--- config.mk ---
export PLATFORM = sky130hd
export DESIGN_NAME = dec_mat_mult_8bit_flat
export DESIGN_NICKNAME = d
export VERILOG_FILES = /design/src/rtl/dec_mat_mult_8bit_pkg.sv /design/src/rtl/dec_mat_mult_8bit_if.sv /design/src/rtl/dec_mat_mult_8bit_syndrome_calc.sv /design/src/rtl/dec_mat_mult_8bit.sv /design/src/flat_wrapper.sv
export SDC_FILE = /design/constraint.sdc
export NUM_CORES = 1
export LEC_CHECK = 0
export BUFFER_PORTS_ARGS = -buffer_cell sky130_fd_sc_hd__buf_2
export CAP_MARGIN = 25
export CORE_AREA = 2 2 39 41
export CTS_BUF_LIST = sky130_fd_sc_hd__clkbuf_4
export CTS_CLUSTER_DIAMETER = 30
export CTS_CLUSTER_SIZE = 24
export DETAILED_ROUTE_END_ITERATION = 10
export DIE_AREA = 0 0 41 43
export RECOVER_POWER = 100
export SYNTH_ARGS = -nofsm -noshare
export SYNTH_HDL_FRONTEND = slang
export SYNTH_SLANG_ARGS = --single-unit
--- constraint.sdc ---
create_clock -name clk -period 0.9 [get_ports clk]
set_input_delay 0.135 -clock clk [delete_from_list [all_inputs] [get_ports clk]]
set_output_delay 0.135 -clock clk [all_outputs]
set_load 0.02 [all_outputs]
--- src/rtl/dec_mat_mult_8bit_pkg.sv ---
// rtl/dec_mat_mult_8bit_pkg.sv - shared types, H matrix and syndrome function for the SECDED decoder multiplier
//
// Purpose : holds the (8,4) extended Hamming parity-check matrix and the
//           GF(2) matrix-vector product used to form the syndrome.
// Contents: codeword_t, syndrome_t, H_ROWS, calc_syndrome().
package dec_mat_pkg;

  typedef logic [7:0] codeword_t;
  typedef logic [3:0] syndrome_t;

  // Row k of H, MSB..LSB = codeword bits 7..0. Column i works out to {1'b1, i[2:0]},
  // so a single-bit error at position i yields syndrome {1, i}.
  localparam codeword_t H_ROWS[4] = '{
    8'b1010_1010,   // H[0]
    8'b1100_1100,   // H[1]
    8'b1111_0000,   // H[2]
    8'b1111_1111    // H[3], overall parity
  };

  function automatic syndrome_t calc_syndrome(codeword_t c);
    syndrome_t s;
    for (int k = 0; k < 4; k++) begin
      s[k] = ^(c & H_ROWS[k]);
    end
    return s;
  endfunction

endpackage

--- src/rtl/dec_mat_mult_8bit_if.sv ---
// rtl/dec_mat_mult_8bit_if.sv - codeword-in / syndrome-out bus of the decoder matrix multiplier
//
// Purpose : groups the input qualifier/codeword and the registered syndrome outputs.
// Signals : in_valid, codeword_with_errors      (master -> slave)
//           mul_result, out_valid,
//           err_single, err_double              (slave -> master)
interface dec_mat_mult_8bit_if;
  import dec_mat_pkg::*;

  logic      in_valid;
  codeword_t codeword_with_errors;
  syndrome_t mul_result;
  logic      out_valid;
  logic      err_single;
  logic      err_double;

  modport master (
    output in_valid, codeword_with_errors,
    input  mul_result, out_valid, err_single, err_double
  );

  modport slave (
    input  in_valid, codeword_with_errors,
    output mul_result, out_valid, err_single, err_double
  );

endinterface

--- src/rtl/dec_mat_mult_8bit_syndrome_calc.sv ---
// rtl/dec_mat_mult_8bit_syndrome_calc.sv - combinational H x c syndrome over GF(2)
//
// Purpose : pure XOR network; no state.
// Ports   : codeword  in  8  received codeword
//           syndrome  out 4  S = H x codeword
module dec_syndrome_calc
  import dec_mat_pkg::*;
(
  input  codeword_t codeword,
  output syndrome_t syndrome
);

  assign syndrome = calc_syndrome(codeword);

endmodule

--- src/rtl/dec_mat_mult_8bit.sv ---
// rtl/dec_mat_mult_8bit.sv - registered SECDED syndrome and error classification
//
// Purpose : computes S = H x c on each valid codeword, registers S one cycle
//           later together with single/double error flags.
// Ports   : clk    in   1  system clock, rising edge
//           rst_n  in   1  asynchronous active-low reset
//           bus    slave modport of dec_mat_mult_8bit_if
//                  (in_valid, codeword_with_errors -> mul_result, out_valid,
//                   err_single, err_double)
module dec_mat_mult_8bit
  import dec_mat_pkg::*;
(
  input  logic                 clk,
  input  logic                 rst_n,
  dec_mat_mult_8bit_if.slave   bus
);

  codeword_t cw_qual;
  syndrome_t syn;
  syndrome_t mul_result_q;
  logic      out_valid_q;
  logic      err_single_q;
  logic      err_double_q;

  // Mask the codeword when not valid so an undriven bus never reaches the XOR tree.
  assign cw_qual = bus.in_valid ? bus.codeword_with_errors : '0;

  dec_syndrome_calc u_syndrome_calc (
    .codeword (cw_qual),
    .syndrome (syn)
  );

  // Result and flags hold across idle cycles; only out_valid drops.
  always_ff @(posedge clk or negedge rst_n) begin
    if (!rst_n) begin
      mul_result_q <= '0;
      out_valid_q  <= 1'b0;
      err_single_q <= 1'b0;
      err_double_q <= 1'b0;
    end else begin
      out_valid_q <= bus.in_valid;
      if (bus.in_valid) begin
        mul_result_q <= syn;
        // Odd overall parity means an odd-weight (correctable) error, including
        // S = 4'b1000 which points at bit 0.
        err_single_q <= syn[3];
        err_double_q <= ~syn[3] & (|syn[2:0]);
      end
    end
  end

  assign bus.mul_result = mul_result_q;
  assign bus.out_valid  = out_valid_q;
  assign bus.err_single = err_single_q;
  assign bus.err_double = err_double_q;

endmodule

--- src/flat_wrapper.sv ---
// flat-port wrapper written by rule: the top's interface ports become plain ports
module dec_mat_mult_8bit_flat import dec_mat_pkg::*;
  (clk, rst_n, bus_in_valid, bus_codeword_with_errors, bus_mul_result, bus_out_valid, bus_err_single, bus_err_double);
  dec_mat_mult_8bit_if bus_i ();
  input  logic clk;
  input  logic rst_n;
  input wire logic [$bits(bus_i.in_valid)-1:0] bus_in_valid;
  input wire logic [$bits(bus_i.codeword_with_errors)-1:0] bus_codeword_with_errors;
  output wire logic [$bits(bus_i.mul_result)-1:0] bus_mul_result;
  output wire logic [$bits(bus_i.out_valid)-1:0] bus_out_valid;
  output wire logic [$bits(bus_i.err_single)-1:0] bus_err_single;
  output wire logic [$bits(bus_i.err_double)-1:0] bus_err_double;
  assign bus_i.in_valid = bus_in_valid;
  assign bus_i.codeword_with_errors = bus_codeword_with_errors;
  assign bus_mul_result = bus_i.mul_result;
  assign bus_out_valid = bus_i.out_valid;
  assign bus_err_single = bus_i.err_single;
  assign bus_err_double = bus_i.err_double;
  dec_mat_mult_8bit u_core (.clk(clk), .rst_n(rst_n), .bus(bus_i));
endmodule
### Word level (Yosys, flattened, before mapping)

Cells that the tools add are included.

| storage, ports and cells | value |
|---|---|
| output and inout bits | 7 |
| flip-flop bits (word level) | 7 |

| operators by class | value |
|---|---|
| muxes and demuxes | 1 |
| bitwise operators | 2 |
| reductions and logical operators | 5 |

Operator list:

| operator | number |
|---|---|
| $reduce_xor 8->1 | 4 |
| $mux 8 | 1 |
| $reduce_or 3->1 | 1 |
| $and 1x1->1 | 1 |
| $not 1->1 | 1 |

### Longest topological paths before layout

| depth | value |
|---|---|
| depth in word-level cells | 4 |
| gate-level depth with buffers | 4 |
| mapped depth without buffers | 4 |

### Cells and area by module

Synthesis repeated with hierarchy kept, for this count alone.

| second synthesis, totals | value |
|---|---|
| cell total of the unflattened synthesis | 34 |
| area, all modules | 410.4 sq um |

By module, submodules not included:

| module | cells an instance | sequential area each (sq um) | times used | area an instance (sq um) |
|---|---|---|---|---|
| dec_mat_mult_8bit | 23 | 150.1 | 1 | 306.5 |
| dec_syndrome_calc | 11 | 0.0 | 1 | 103.8 |

### Worst setup path before layout

No wires, ideal clock.

| timing | value |
|---|---|
| path type | input to register |
| start | input bus_codeword_with_errors[1] |
| end | register u_core.err_double_q, in the netlist u_core.bus.err_double |
| data required time | 0.779 ns |
| arrival time | 0.824 ns |
| stages on the path | 4 |
| buffers on the path | 0 |
| setup slack | -0.045 ns |
| path through | xnor2_1 -> nand3_1 -> and4b_1 -> o22a_1 |

| between the ends | value |
|---|---|
| longest elaborated chain between the ends | 4 |
| elaborated cells between the ends (all ways) | 6 |
| those cells by class | 1 x mux; 2 x bitwise; 3 x reduce/logical |

Ends and longest elaborated chain:

| element | RTL line | RTL |
|---|---|---|
| start, declared | flat_wrapper.sv:8 | `input wire logic [$bits(bus_i.codeword_with_errors)-1:0] bus_codeword_with_errors;` |
| $mux 8 (*) | dec_mat_mult_8bit.sv:26 | `assign cw_qual = bus.in_valid ? bus.codeword_with_errors : '0;` |
| $reduce_xor 8->1 | dec_mat_mult_8bit_pkg.sv:23 | `s[k] = ^(c & H_ROWS[k]);` |
| $reduce_or 3->1 / $not 1->1 (equally long branches) | dec_mat_mult_8bit.sv:47 | `err_double_q <= ~syn[3] & (\|syn[2:0]);` |
| $and 1x1->1 (*) | dec_mat_mult_8bit.sv:47 |  |
| end signal, assigned | dec_mat_mult_8bit.sv:47 |  |
| end, declared | dec_mat_mult_8bit.sv:23 | `logic err_double_q;` |

Every way passes the cells marked *; elsewhere a longest branch is shown, timed or not.
A chain may end at the register's enable or synchronous reset.

### Final worst setup path

| timing | value |
|---|---|
| start | register u_core.err_single_q, in the netlist u_core.bus.err_single |
| end | output bus_err_single |

RTL lines:

| element | RTL line | RTL |
|---|---|---|
| start, declared | dec_mat_mult_8bit.sv:22 | `logic err_single_q;` |
| start signal, assigned | dec_mat_mult_8bit.sv:46 | `err_single_q <= syn[3];` |
| end, declared | flat_wrapper.sv:11 | `output wire logic [$bits(bus_i.err_single)-1:0] bus_err_single;` |

No word-level cell between the ends.

==> impl_metrics.toml <==
[global_route]
grt-ovfl-total = 0
grt_pass1_wl_um = 1130
grt_usage = 0.102
grt_max_degree = 12
grt_pass1_vias = 291
antenna_found_initial = 0

[worst_setup_path]
crit_chain = "buf_6"
cp_max_fo = 3
cp_top_family = "flip-flops"
cp-end-kind = "output pin"
crit_required_ns = 0.76
crit_path_end = "bus_err_single"
cp.depth = 1
cp_slowest_stage_delay_ns = 0.41
r2r_slack_ns = 0.09
worstReg2RegStart = "u_core.bus.err_single"
worstSetupPathType = "reg -> out"
cp-startpoint = "u_core.bus.err_single"
reg2reg_depth = 3
r2r-end = "u_core.bus.err_single"
critPathLaunchType = "register"
cp.buffers_inverters = 1
crit_arrival_ns = 0.79
critPathSlowestCell = "dfrtp_1"

[cells_and_area]
regArea_um2 = 150
syn2layout_area_growth_pct = 86.4
final_cell_mix = "7 x buf_4, 7 x buf_6, 6 x clkbuf_4, 6 x buf_2, 6 x dfrtp_1"
num-nets-final = 73
drive_gt1_frac = 0.583
diodes = 0
multi_input_area_um2 = 273
fillers = 125
instances_no_fill = 76

[clock_tree]
insertion_delay_ns = 0.24
cts_tree = "done"
clkSlewWorstSetupHoldPaths_ns = 0.04
numCtsBuffers = 3
cts_root_buffer = "clkbuf_4"
clockBufferDepth = 2
htreeDepth = 1
cts_num_sinks = 6

[run_status]
status = "finished with violations"
violations = "negative setup slack"

[synth]
synth_nets = 44
synth_cell_types = 12
avgSynthCellArea_um2 = 10.8
synth_cells = 33
ys_seq_area_frac = 0.420
synthTopCellsByArea = "dfrtp_1 42%, xnor2_1 22%, xnor2_2 14%"
yosysTopAreaCellShare = 0.420
synth-seq-cells = 6
syn_area_um2 = 358
ys_warn_count = 0
synth_top_area_cell = "dfrtp_1"

[timing]
rsz0062_at_grt = "yes"
setup_tns_ns = -0.0554
setup_viol = 2
post-route-min-period_ns = 0.928
tightest_slew_ns = 0.392
final.period_utilization = 1.03
final.setup.worst_slack_ns = -0.0280
fin_worst_skew_ns = 0
hold_viol = 0
relSlewSlack = 0.738
fin_hold_ws_ns = 0.191
drv_slew = 0
fmax_ghz = 1.08

[hold_path]
hp-class = "in -> reg"

[detailed_routing]
drc_errors = 0
top_layer = "met4"
routed-wl-met2_um = 345
dr.first_iter.drc_count = 3
dr.pass1.iters = 4
wl_met3_um = 67
wl_per_cell_um = 9.37
routed_wl_um = 712
wl_met1_um = 268
viasPerCell = 4.30
ant_nets = 0
via_count = 327

[pwr]
p_per_area_nw_per_um2 = 1810
finalPower_w = 0.00121
irDropWorstVdd_mv = 0.538
p_leak_nw = 0.301

[floorplan]
start_util = 0.259
die_area_um2 = 1760
core_um2 = 1380
die_w_um = 41
fp.dieH_um = 43
ios = 18
num_rows = 14

[placed_design]
placement.io_buffers = 17
place_ws_ns = -0.221
placedCellCount = 68
gp_congestion = 0.654

[job]
maxCapViolations = 0
==> metrics by stage <==
step / util / area (µm²)
2_1_floorplan: - / 403
3_3_place_gp: 0.381 / 527
3_5_place_dp: 0.381 / 527
4_1_cts: 0.439 / 607
5_1_grt: 0.482 / 667
6_report: 0.482 / 667
==> synthesized netlist by cell type (all sizes together) <==
cell,instances
o22a,1
o21ai,1
dfrtp,6
and4b,1
nand3,1
nor3,1
xnor2,12
nor2,4
a21oi,4
buf,2
==> where the power goes <==
part	switching, W	leakage [nW]	internal [W]	total (W)
registers	0.0000412	0.0677	0.000323	0.000365
clock network	0.0000970	0.0138	0.000151	0.000248
logic	0.000252	0.219	0.000344	0.000596
==> cell type report <==
| type | count | share of cell area |
|---|---|---|
| Clock buffer | 3 | 0.0338 |
| Multi-Input combinational cell | 25 | 0.409 |
| Timing Repair Buffer | 26 | 0.302 |
| Sequential cell | 6 | 0.225 |
| Tap cell | 16 | 0.0300 |
==> routing by layer <==
layer / vias to the layer above / track usage
met1: 139 / 0.102
met5: - / 0
li1: 165 / -
met4: 0 / 0.120
met3: 4 / 0.0157
met2: 19 / 0.153
==> timing repair <==
item                                    in CTS  in global routing
endpoints found under the setup margin       6                  8
pin swaps                                    0                  5
resized for setup                            8                 15
hold endpoints to repair                     6                  0
hold buffers                                 1                  0
setup buffers                                3                  1
==> worst min path at each step <==
stage	depth (start not counted)	start	endpoint	slack (ns)
floorplan	0	rst_n	u_core.bus.err_double	-0.16
global placement	1	rst_n	u_core.bus.err_single	-0.04
detailed placement	1	rst_n	u_core.bus.mul_result[1]	-0.03
CTS	1	bus_in_valid	u_core.bus.out_valid	0.11
global route	1	bus_in_valid	u_core.bus.out_valid	0.22
finish	1	bus_in_valid	u_core.bus.out_valid	0.19
==> logic make-up after synthesis <==
kind of cell / Yosys count / synth area share
compound gates: 6 / 0.0944
xor+xnor: 12 / 0.357
buf+inv: 2 / 0.0315
flops: 6 / 0.420
simple gates: 7 / 0.0979
==> registers in the layout, summed over array words and instances (netlist names) <==
register               flops
u_core.bus.out_valid       1
u_core.bus.err_double      1
u_core.bus.err_single      1
u_core.bus.mul_result      3
Power figures use the tool's default switching activity.
